===== src/rtl/traffic_interval_timer.sv =====
// Interval timer for the traffic-light sequencer: stores base/extended/yellow
// durations and counts them down on 1 Hz ticks, pulsing expired at zero.
module traffic_interval_timer #(
  parameter int WIDTH    = 4,
  parameter int DEF_BASE = 6,
  parameter int DEF_EXT  = 3,
  parameter int DEF_YEL  = 2
) (
  input  logic             clk,
  input  logic             Reset_n,
  input  logic             one_hz_enable,
  input  logic             start_timer,
  input  logic [1:0]       interval,
  input  logic             Prog_Sync,
  input  logic [1:0]       Time_Parameter_Selector,
  input  logic [WIDTH-1:0] Time_Value,
  output logic             expired,
  output logic             busy,
  output logic [WIDTH-1:0] count
);

  typedef enum logic [1:0] {IDLE, RUN, DONE} state_t;

  state_t           state;
  logic [WIDTH-1:0] base;
  logic [WIDTH-1:0] ext;
  logic [WIDTH-1:0] yel;

  function automatic logic [WIDTH-1:0] sel_duration(
    input logic [1:0]       sel,
    input logic [WIDTH-1:0] b,
    input logic [WIDTH-1:0] e,
    input logic [WIDTH-1:0] y
  );
    case (sel)
      2'b01:   return e;
      2'b10:   return y;
      default: return b;
    endcase
  endfunction

  always_ff @(posedge clk or negedge Reset_n) begin
    if (!Reset_n) begin
      state   <= IDLE;
      count   <= '0;
      busy    <= 1'b0;
      expired <= 1'b0;
      base    <= WIDTH'(DEF_BASE);
      ext     <= WIDTH'(DEF_EXT);
      yel     <= WIDTH'(DEF_YEL);
    end else if (Prog_Sync) begin
      // Programming always aborts the countdown, so a new value only takes
      // effect from the next start_timer.
      case (Time_Parameter_Selector)
        2'b00: if (Time_Value != '0) base <= Time_Value;
        2'b01: if (Time_Value != '0) ext  <= Time_Value;
        2'b10: if (Time_Value != '0) yel  <= Time_Value;
        default: begin
          base <= WIDTH'(DEF_BASE);
          ext  <= WIDTH'(DEF_EXT);
          yel  <= WIDTH'(DEF_YEL);
        end
      endcase
      state   <= IDLE;
      count   <= '0;
      busy    <= 1'b0;
      expired <= 1'b0;
    end else if (start_timer) begin
      // Same load from IDLE, RUN (restart) and DONE (back-to-back).
      state   <= RUN;
      count   <= sel_duration(interval, base, ext, yel);
      busy    <= 1'b1;
      expired <= 1'b0;
    end else begin
      case (state)
        RUN: begin
          if (one_hz_enable) begin
            if (count > WIDTH'(1)) begin
              count <= count - WIDTH'(1);
            end else begin
              count   <= '0;
              state   <= DONE;
              busy    <= 1'b0;
              expired <= 1'b1;
            end
          end
        end
        DONE: begin
          state   <= IDLE;
          expired <= 1'b0;
        end
        default: begin
          state   <= IDLE;
          busy    <= 1'b0;
          expired <= 1'b0;
        end
      endcase
    end
  end

endmodule


===== config.mk =====
export PLATFORM = sky130hd
export DESIGN_NAME = traffic_interval_timer
export DESIGN_NICKNAME = d
export VERILOG_FILES = /design/src/rtl/traffic_interval_timer.sv
export SDC_FILE = /design/constraint.sdc
export NUM_CORES = 1
export LEC_CHECK = 0
export BUFFER_PORTS_ARGS = -buffer_cell sky130_fd_sc_hd__buf_2
export CORE_ASPECT_RATIO = 1.25
export CORE_MARGIN = 4
export CORE_UTILIZATION = 58
export DETAILED_ROUTE_END_ITERATION = 12
export PLACE_DENSITY = 0.79
export SYNTH_ARGS = -nofsm -noshare
export SYNTH_HDL_FRONTEND = slang
export SYNTH_SLANG_ARGS = --single-unit

===== constraint.sdc =====
create_clock -name clk -period 2.84 [get_ports clk]
set_input_delay 0.426 -clock clk [delete_from_list [all_inputs] [get_ports clk]]
set_output_delay 0.426 -clock clk [all_outputs]
set_load 0.02 [all_outputs]

**After elaboration in Yosys (flattened, before gate mapping)**

Index checks and enable logic that the tools add are counted.

- Input bits: 13
- Flip-flop bits (word level): 20
- Word-level logic and storage cells: 62
- Output and inout bits: 6

- Order comparisons: 1
- Equal/unequal tests: 12
- Mux-type cells: 25
- Reductions and logical operators: 13
- Bitwise operators: 3
- Add/subtract/negate cells: 1

Operator list:

| kind | number |
|---|---|
| $pmux W4 S2 | 4 |
| $mux W4 | 6 |
| $reduce_and A3 Y1 | 4 |
| $mux W2 | 5 |
| $mux W1 | 9 |
| $ne A4 B4 Y1 const B | 2 |
| $eq A2 B1 Y1 const B | 3 |
| $eq A2 B2 Y1 const B | 3 |
| $ne A2 B2 Y1 const B | 3 |
| $reduce_bool A3 Y1 | 2 |
| $reduce_or A2 Y1 | 3 |
| $gt A4 B1 Y1 const B | 1 |
| $reduce_and A2 Y1 | 2 |
| $reduce_bool A4 Y1 | 1 |
| $sub A4 B1 Y4 const B | 1 |
| $ne A3 B3 Y1 const B | 1 |
| $not A1 Y1 | 3 |
| $logic_not A2 Y1 | 1 |
| $pmux W1 S2 | 1 |

**Logic depth before layout (Yosys ltp)**

- Depth in word-level cells: 6
- Mapped depth: 6
- Depth with buffers taken out: 6

**Worst setup path before layout**

Ideal clock, no wire load.

- Path type: reg2reg
- Start point: register count[0]
- End point: register count[0]
- Required time: 2777 ps
- Period minus slack after synthesis: 1663 ps
- Path slack: 1177 ps
- Library setup time: 63 ps
- Arrival: 1600 ps
- Buffers on the path: 0
- Cell stages (with the launch flop): 7
- Cell sequence: dfrtp_1 inv_1 ha_1 or2_1 a211o_1 o21ai_1 o22a_2

- Word-level cells in the longest chain between the ends: 6
- Elaborated cells on any way between the ends: 7
- Classes of those cells: add/sub (1); order compare (1); mux (5)

Ends and longest elaborated chain:

| element | RTL line | text |
|---|---|---|
| from (decl) | 19 | `output logic [WIDTH-1:0] count` |
| from (signal assigned) | 71 | `count <= sel_duration(interval, base, ext, yel);` |
| from (signal assigned) | 79 | `count <= count - WIDTH'(1);` |
| $sub A4 B1 Y4 or $gt A4 B1 Y1 (tied branches) | 79, 78 |  |
| $mux W4 (*) | 78 | `if (count > WIDTH'(1)) begin` |
| $mux W4 (*) | 77 | `if (one_hz_enable) begin` |
| $mux W4 (*) | 75 | `case (state)` |
| $mux W4 (*) | 68 | `end else if (start_timer) begin` |
| $mux W4 (*) | 51 | `end else if (Prog_Sync) begin` |

Every way passes the cells marked *; elsewhere a longest branch is shown, timed or not. The select of a mux whose other input is x is not followed.
A chain may end at the register's enable or synchronous reset.

**Worst setup path after layout**

- Start point: register count[0]
- End point: register count[3]

The elaborated chain is that of the path after synthesis.

==> flow_summary.toml <==
[sta]
fin_hold_ws_ps = 51.5
grt_setup_unrepaired = "no"
report.final.slew_viol_count = 0
finalHoldViolations = 0
min_period_over_period_pct = 60.3
tightest_slew_ps = 693
tns_ps = 0
finalCriticalPeriod_ps = 1710
setup_violations = 0
clock_skew_ps = 3.92
fmax_mhz = 584
slew-limit-headroom_pct = 53.5
finalWorstSetupSlack_ps = 1130

[flow_run]
cap_violations = 0

[cts]
clkTransAtPathRegs_ps = 100
cts.repair.resized = 0
worstSkewPairLatency_ps = 290
cts_sinks = 19
cts_root_buf = "clkbuf_4"
cts.htree.levels = 1
cts_buffers = 3
cts_hold_buf = 0
cts_setup_buffers = 0
cts_max_path_buffers = 2
cts_tree = "built"

[grt]
use_met2_pct = 32.6
grt_pass1_vias = 937
antenna_found_initial = 0
grt.overflow.total = 0
grt_pass1_wl_mm = 3.97
track_usage_pct = 19.8
grt_max_degree = 20
grtUsageMet1_pct = 24.0
use_met3_pct = 3.79
busiest_layer = "met2"

[die]
dieArea_mm2 = 0.00271
rows = 17
fp.coreArea_mm2 = 0.00181
ios = 19
die_x_um = 47.4
die_h_um = 57.2
initial_core_util_pct = 62.1

[outcome]
status = "finished clean"

[critical_path]
crit_type = "register to register"
critPathLaunch = "count[0]"
worst_setup_path_end_kind = "register"
reg2reg_slack_ps = 1130
crit_fanout = 6
timing.rr.start = "count[0]"
cp-start-kind = "register"
arrival_ps = 1950
crit_required_ps = 3070

[detailed_routing]
drc = 0
routed_wl_mm = 2.31
first_pass_iters = 4
vias_per_cell = 6.40
ant_nets = 0
drt-initial-drc-count = 19
routed_wire_length_per_instance_um = 15.8
num_vias = 935

[finish]
diodes = 0
final_cells = 146
drive_gt1_share_pct = 25.2
syn_to_final_growth_pct = 11.5
nets = 148

[logic_synthesis]
synthCells = 106
ys_seq_area_share_pct = 42.9
synth_seq_cells = 19
synth_cell_types = 31
syn_area_mm2 = 0.00112
yosysWarnings = 0
synth_nets = 126
synth.avg_cell_area_um2 = 10.6

[power]
power_density_mw_per_mm2 = 494
finalPower_uw = 619
comb_power_share_pct = 26.2
pwr-share-seq_pct = 52.7
p_leak_uw = 0.000570
clkPwrFrac_pct = 21.2
switching_share_pct = 31.2
p_switching_uw = 193
irDropWorstVdd_mv = 0.282
p_int_uw = 426

[placement]
gp_congestion = 0.833
io_buffers = 18
post-place-ws_ps = 1090
dpl.hpwl_mm = 1.82
dp.cells = 142

[hold_path]
holdCritPathClass = "primary input to async pin"
[registers in the layout (all words and copies together), names as in the netlist]
name     flops
state        1
base         4
ext          4
busy         1
expired      1
yel          4
count        4
[kinds of logic after synthesis]
kind of cell	count (synthesis)	synth area share, %
AND/OR/NAND/NOR	31	16.8
AO/OA/AOI/OAI	39	28.5
buffers and inverters	10	4.01
adder cells (fa/ha/maj)	7	7.79
flip-flops	19	42.9
[cell type report]
| cell class | instances | area (um2) |
|---|---|---|
| inverter | 9 | 33.8 |
| multi-input combinational | 77 | 597 |
| timing repair buffer | 18 | 90.1 |
| clock buffer | 4 | 26.3 |
| fill | 156 | 556 |
| sequential | 19 | 482 |
| tap | 19 | 23.8 |
[power groups by stage]
stage | logic [uW] | clock network (uW) | registers (uW)
after floorplan | 98.5 | 0 | 337
after global placement | 158 | 0 | 330
after detailed placement | 163 | 0 | 330
after CTS | 164 | 138 | 326
after global routing | 182 | 148 | 330
final | 162 | 131 | 326
[metal layers]
metal	wire, um	share of wire [%]
met1	963	42
met2	1210	53
met3	93	4.0
met4	40	1.7
met5	0	0
[worst max-delay path, stage by stage, from the launching register on]
cell and delay [ps]:
dfrtp_1 440, inv_1 70, ha_1 230, or2_1 260
a211o_1 360, o21ai_1 160, a22o_1 130
[cell usage in the layout, fill, tap and decap left out, drive strengths merged]
| cell | Yosys | final |
|---|---|---|
| buf | 1 | 18 |
| dfrtp | 14 | 14 |
| a22o | 12 | 12 |
| inv | 9 | 9 |
| nor2 | 7 | 7 |
| ha | 7 | 7 |
| o21ai | 6 | 6 |
| nand2b | 5 | 5 |
| dfstp | 5 | 5 |
| nor2b | 4 | 4 |
| a221oi | 4 | 4 |
| o32a | 4 | 4 |
| clkbuf | 0 | 4 |
| a21oi | 4 | 4 |
| nand2 | 3 | 3 |
| or2 | 3 | 3 |
| o31ai | 3 | 3 |
| nand3 | 2 | 2 |
| nor3 | 2 | 2 |
| o22a | 2 | 2 |
| nor4 | 1 | 1 |
| nand3b | 1 | 1 |
| a211o | 1 | 1 |
| a211oi | 1 | 1 |
| nand4b | 1 | 1 |
| a311oi | 1 | 1 |
| and4b | 1 | 1 |
| or2b | 1 | 1 |
| o32ai | 1 | 1 |
[synth_stat cells]
| master | count | area share [%] |
|---|---|---|
| dfrtp_1 | 14 | 31 |
| dfstp_2 | 5 | 12 |
| nor2b_1 | 4 | 2.2 |
| o31ai_1 | 3 | 2.0 |
| o32ai_2 | 1 | 1.4 |
| a221oi_1 | 4 | 3.1 |
| nand3_1 | 2 | 0.89 |
| a311oi_1 | 1 | 0.78 |
| o22a_1 | 1 | 0.78 |
| nand4b_1 | 1 | 0.78 |
| nand2_1 | 3 | 1.0 |
| inv_1 | 9 | 3.0 |
| a211o_1 | 1 | 0.78 |
| nor4_4 | 1 | 1.9 |
| o32a_1 | 4 | 3.6 |
| a22o_1 | 12 | 9.4 |
| o21ai_0 | 2 | 0.89 |
| nand3b_1 | 1 | 0.67 |
| nor2_1 | 7 | 2.3 |
| a21oi_2 | 2 | 1.6 |
| o22a_2 | 1 | 0.89 |
| a21oi_1 | 2 | 0.89 |
| o21ai_1 | 4 | 1.8 |
| ha_1 | 7 | 7.8 |
| a211oi_1 | 1 | 0.67 |
| and4b_2 | 1 | 1.0 |
| nor3_1 | 2 | 0.89 |
| buf_6 | 1 | 1.0 |
| nand2b_1 | 5 | 2.8 |
| or2_1 | 3 | 1.7 |
| or2b_1 | 1 | 0.67 |
[per-stage QoR]
step           area [um2]  utilization (%)
2_1_floorplan        1120                -
3_3_place_gp         1230             67.8
3_5_place_dp         1230             67.8
4_1_cts              1250             69.3
5_1_grt              1250             69.3
6_report             1250             69.3
[path summary, 6_finish.rpt]
check	end	cells past startpoint
worst max-delay path	count[3]	6
worst min-delay path	count[1]	1
worst max register to register	count[3]	6
worst min register to register	base[2]	1
max in group asynchronous	base[1]	1
min in group clk	state[0]	2
No activity file was read; power rests on OpenSTA's default activity.
